### src/rtl/pid_pwm_hbridge.sv
// pid_pwm_hbridge: sign-magnitude H-bridge PWM with period-aligned duty updates and reversal dead time
module pid_pwm_hbridge #(
  parameter int ow = 12,
  parameter int dt = 16
) (
  input  logic          clk_pid,
  input  logic          reset,
  input  logic          ce,
  input  logic [ow-1:0] power,
  input  logic          enable,
  output logic          pwm_a,
  output logic          pwm_b,
  output logic          dir,
  output logic          period_sync
);
  localparam int cw = ow - 1;
  typedef enum logic {RUN, DEAD} state_t;
  state_t state_q, state_d;
  logic [cw-1:0] cnt_q, duty_q, duty_d, pend_mag_q, pend_mag_d, dt_cnt_q, dt_cnt_d, mag;
  logic [ow-1:0] neg;
  logic pend_sign_q, pend_sign_d, pend_valid_q, pend_valid_d, dir_q, dir_d, wrap, reverse;
  assign neg = -power;
  // -2^(ow-1) negates to itself; its top bit flags the one value that must saturate
  assign mag = !power[ow-1] ? power[cw-1:0] : neg[ow-1] ? '1 : neg[cw-1:0];
  assign wrap = &cnt_q;
  assign reverse = (pend_mag_q != '0) && (pend_sign_q != dir_q);
  assign dir = dir_q;
  assign period_sync = wrap;
  always_comb begin
    state_d = state_q;
    duty_d = duty_q;
    dir_d = dir_q;
    dt_cnt_d = (state_q == DEAD && dt_cnt_q != '0) ? dt_cnt_q - 1'b1 : dt_cnt_q;
    pend_mag_d = ce ? mag : pend_mag_q;
    pend_sign_d = ce ? power[ow-1] : pend_sign_q;
    pend_valid_d = pend_valid_q;
    if (wrap && state_q == RUN && pend_valid_q) begin
      pend_valid_d = 1'b0;
      state_d = reverse ? DEAD : RUN;
      duty_d = reverse ? '0 : pend_mag_q;
      dt_cnt_d = reverse ? cw'(dt) : dt_cnt_d;
    end else if (wrap && state_q == DEAD && dt_cnt_q == '0) begin
      pend_valid_d = 1'b0;
      state_d = RUN;
      duty_d = pend_mag_q;
      dir_d = (pend_mag_q != '0) ? pend_sign_q : dir_q;
    end
    if (ce) pend_valid_d = 1'b1;
  end
  always_ff @(posedge clk_pid or posedge reset) begin
    if (reset) begin
      state_q <= RUN;
      cnt_q <= '0;
      duty_q <= '0;
      dt_cnt_q <= '0;
      pend_mag_q <= '0;
      pend_sign_q <= 1'b0;
      pend_valid_q <= 1'b0;
      dir_q <= 1'b0;
      pwm_a <= 1'b0;
      pwm_b <= 1'b0;
    end else begin
      state_q <= state_d;
      cnt_q <= cnt_q + 1'b1;
      duty_q <= duty_d;
      dt_cnt_q <= dt_cnt_d;
      pend_mag_q <= pend_mag_d;
      pend_sign_q <= pend_sign_d;
      pend_valid_q <= pend_valid_d;
      dir_q <= dir_d;
      pwm_a <= enable && state_q == RUN && cnt_q < duty_q && !dir_q;
      pwm_b <= enable && state_q == RUN && cnt_q < duty_q && dir_q;
    end
  end
endmodule

### config.mk
export PLATFORM = sky130hd
export DESIGN_NAME = pid_pwm_hbridge
export DESIGN_NICKNAME = d
export VERILOG_FILES = /design/src/rtl/pid_pwm_hbridge.sv
export SDC_FILE = /design/constraint.sdc
export NUM_CORES = 1
export LEC_CHECK = 0
export CAP_MARGIN = 10
export CORE_MARGIN = 4
export CORE_UTILIZATION = 28
export CTS_CLUSTER_SIZE = 40
export DETAILED_ROUTE_END_ITERATION = 12
export SLEW_MARGIN = 0
export SYNTH_ARGS = -nofsm -noshare
export SYNTH_HDL_FRONTEND = slang
export SYNTH_SLANG_ARGS = --single-unit
### constraint.sdc
create_clock -name clk_pid -period 2.4 [get_ports clk_pid]
set_clock_uncertainty 0.05 [all_clocks]
set_input_delay 0.24 -clock clk_pid [delete_from_list [all_inputs] [get_ports clk_pid]]
set_output_delay 0.24 -clock clk_pid [all_outputs]
set_load 0.02 [all_outputs]
==> results.toml <==
[run_status]
status = "completed"

[clock_network]
cts_tree = "yes"
cts.sinks = 50
cts_made_buffers = 5
clk_pin_slew_ns = 0.09
cts_max_level = 2
clock-root-buffer = "clkbuf_8"
cts_buffer_depth = 2
clk_latency_ns = 0.30

[final_layout]
antenna_cells = 0
drive_gt1_share_pct = 10.13
final_area_um2 = 3251
layout.nets = 334
syn_to_final_growth_pct = 18.90

[sta]
setup-tns-final_ns = 0
worst_pin_slew_ns = 0.5450
fmax_mhz = 459.4
setup_viol_count_final = 0
fin_ws_ns = 0.2232
slew_headroom_pct = 63.27
fin_crit_sh_pct = 90.70
rsz0062_at_grt = "false"
hold_slack_ns = 0.2294
fin_crit_ns = 2.177
slew_violations = 0
finalHoldViolCount = 0

[floorplanning]
boundaryPins = 20
rows = 35
die_h_um = 106.8
die_w_um = 106.8
start_util_pct = 29.17
core_um2 = 9371
dieArea_um2 = 11410

[detailed_routing]
drt_pass1_iterations = 4
drt_iter0_markers = 121
ant_nets = 0
vias = 2051
via_per_inst = 4.715
drt-total-wl_um = 5164
drcViolationCount = 0
wl_per_cell_um = 11.87

[setup_path]
reg2reg_to = "dir"
arrival_ns = 2.32
slowest_delay_ns = 0.57
crit_required_ns = 2.54
timing.rr.start = "dt_cnt_q[0]"
rrSetupSlack_ns = 0.22
worstSetupEndpointType = "flip-flop"
worstRegToRegCells = 6
crit_fanout = 4
critPathSlowestCell = "or4_4"
worstPathCellList = "inv_1 -> ha_1 -> nand4bb_1 -> or4_4 -> nor3_1 -> mux2_2"
critPathKind = "reg2reg"
startpoint_type = "flip-flop"

[global_route]
grt_use_total_pct = 9.796
antenna_found_initial = 0
grt_pass1_vias = 1957
grt_max_degree = 51
overflow = 0
grt_pass1_wl_um = 9135

[synth]
synth_cells = 275
synth_nets = 304
synth-seq-cells = 50
synth_edf_count = 0
yosys.area.top_type_share_pct = 45.77
syn_avg_cell_area_um2 = 9.941
ys_types = 46
syn_area_um2 = 2734
ys_seq_area_share_pct = 45.77
synth_commonest_cells = "dfrtp_1, inv_1, nor2_1, o21ai_0"
async_flop_share_pct = 100.0
synthFlopType = "dfrtp_1"
yosys_warnings = 0
yosysTopAreaCell = "dfrtp_1"
post-synth-top-count-cell = "dfrtp_1"
synth_area_leaders = "dfrtp_1, ha_1, mux2i_1, inv_1, nor2_1"

[pwr]
cellPowerDensity_nw_per_um2 = 482.3
ir_worst_vdd_mv = 0.2366
power.leakage_nw = 1.419
power_mw = 1.568

[job]
maxCapViolations = 0

[worst_hold_path]
min_path_type = "in2async"

[placed_design]
portBuffers = 19
dpl_cell_area_um2 = 3143
hpwl_um = 3893
pre_cts_ws_ns = 0.04529
gp_congestion = 0.8403
[logic make-up (layout without fill, tap and decap cells)]
logic type	Yosys count	in the layout	share of synthesized area, %
AO/OA/AOI/OAI	57	57	14.37
XOR/XNOR	18	18	5.767
adder cells (fa/ha/maj)	13	13	5.950
buffers and inverters	36	67	5.354
flip-flops	50	50	45.77
multiplexers	15	15	5.583
AND/OR/NAND/NOR	86	86	17.21
[registers in the layout, indices dropped and copies added (netlist names)]
signal and count:
dt_cnt_q 11, pend_mag_q 11, dir 1, cnt_q 11
pwm_a 1, pend_valid_q 1, state_q 1, duty_q 11
pend_sign_q 1, pwm_b 1
[critical path: cells and delay by family (launching register included)]
kind                       cells  cell delay (ns)
muxes                          1             0.35
buffers and inverters          1             0.09
adders and majority gates      1             0.22
and+or+nand+nor                3             0.95
DFF                            1             0.42
[where the power goes]
| group | switching (mW) | leakage, nW | total (mW) | internal (mW) |
|---|---|---|---|---|
| Combinational | 0.0711 | 0.717 | 0.134 | 0.0632 |
| Sequential | 0.0214 | 0.648 | 0.887 | 0.865 |
| Clock | 0.282 | 0.0544 | 0.547 | 0.265 |
[layer usage]
layer | part of all wire [%] | up-vias | GRT usage (%)
met1 | 52 | 947 | 13.75
li1 | - | 1061 | -
met2 | 42 | 33 | 14.70
met4 | 2.3 | 0 | 3.653
met3 | 3.9 | 10 | 2.228
met5 | 0 | - | 0
[area by class of cell]
cell class | count | area [µm²]
inverters | 29 | 108.9
flip-flops and latches | 50 | 1251
clock inverters | 1 | 8.758
well taps | 129 | 161.4
multi-input cells | 189 | 1336
fillers | 999 | 6121
repair buffers | 30 | 287.8
clock buffers | 7 | 96.34
[cells in the final DEF, fill, tap and decap left out, types with 4 or more instances in the layout]
cell / synthesis / routed
nand2_1: 13 / 13
xor2_1: 8 / 8
mux2i_1: 13 / 13
ha_1: 13 / 13
clkbuf_8: 0 / 7
xnor2_1: 10 / 10
dfrtp_1: 50 / 50
a31oi_1: 8 / 8
nor2_1: 24 / 24
nand3_1: 7 / 7
o31ai_1: 4 / 4
a211oi_1: 4 / 4
or4_1: 5 / 5
inv_1: 29 / 28
a21oi_1: 7 / 7
buf_4: 0 / 10
nor3_1: 8 / 8
and4_1: 4 / 4
clkdlybuf4s50_1: 0 / 18
nor4_1: 4 / 4
o21ai_0: 15 / 15
nand4_1: 5 / 5
[worst max path at each step]
stage / cells past startpoint / from / to
after floorplan: 6 / dt_cnt_q[0] / dir
after CTS: 4 / cnt_q[0] / period_sync
after detailed placement: 7 / power[0] / pend_mag_q[8]
final: 6 / dt_cnt_q[0] / dir
after global routing: 7 / dt_cnt_q[0] / duty_q[8]
after global placement: 7 / power[0] / pend_mag_q[8]
[timing repair]
item / CTS / global route
setup buffers: 0 / 0
resized for setup: 0 / 1
hold buffers: 0 / 0
endpoints found under the setup margin: 0 / 1
[stage by stage]
step           utilization, %  std cells
2_1_floorplan               -        275
3_3_place_gp            33.54        427
3_5_place_dp            33.54        427
4_1_cts                 34.66        435
5_1_grt                 34.69        435
6_report                34.69        435
Power figures use the tool's default switching activity.
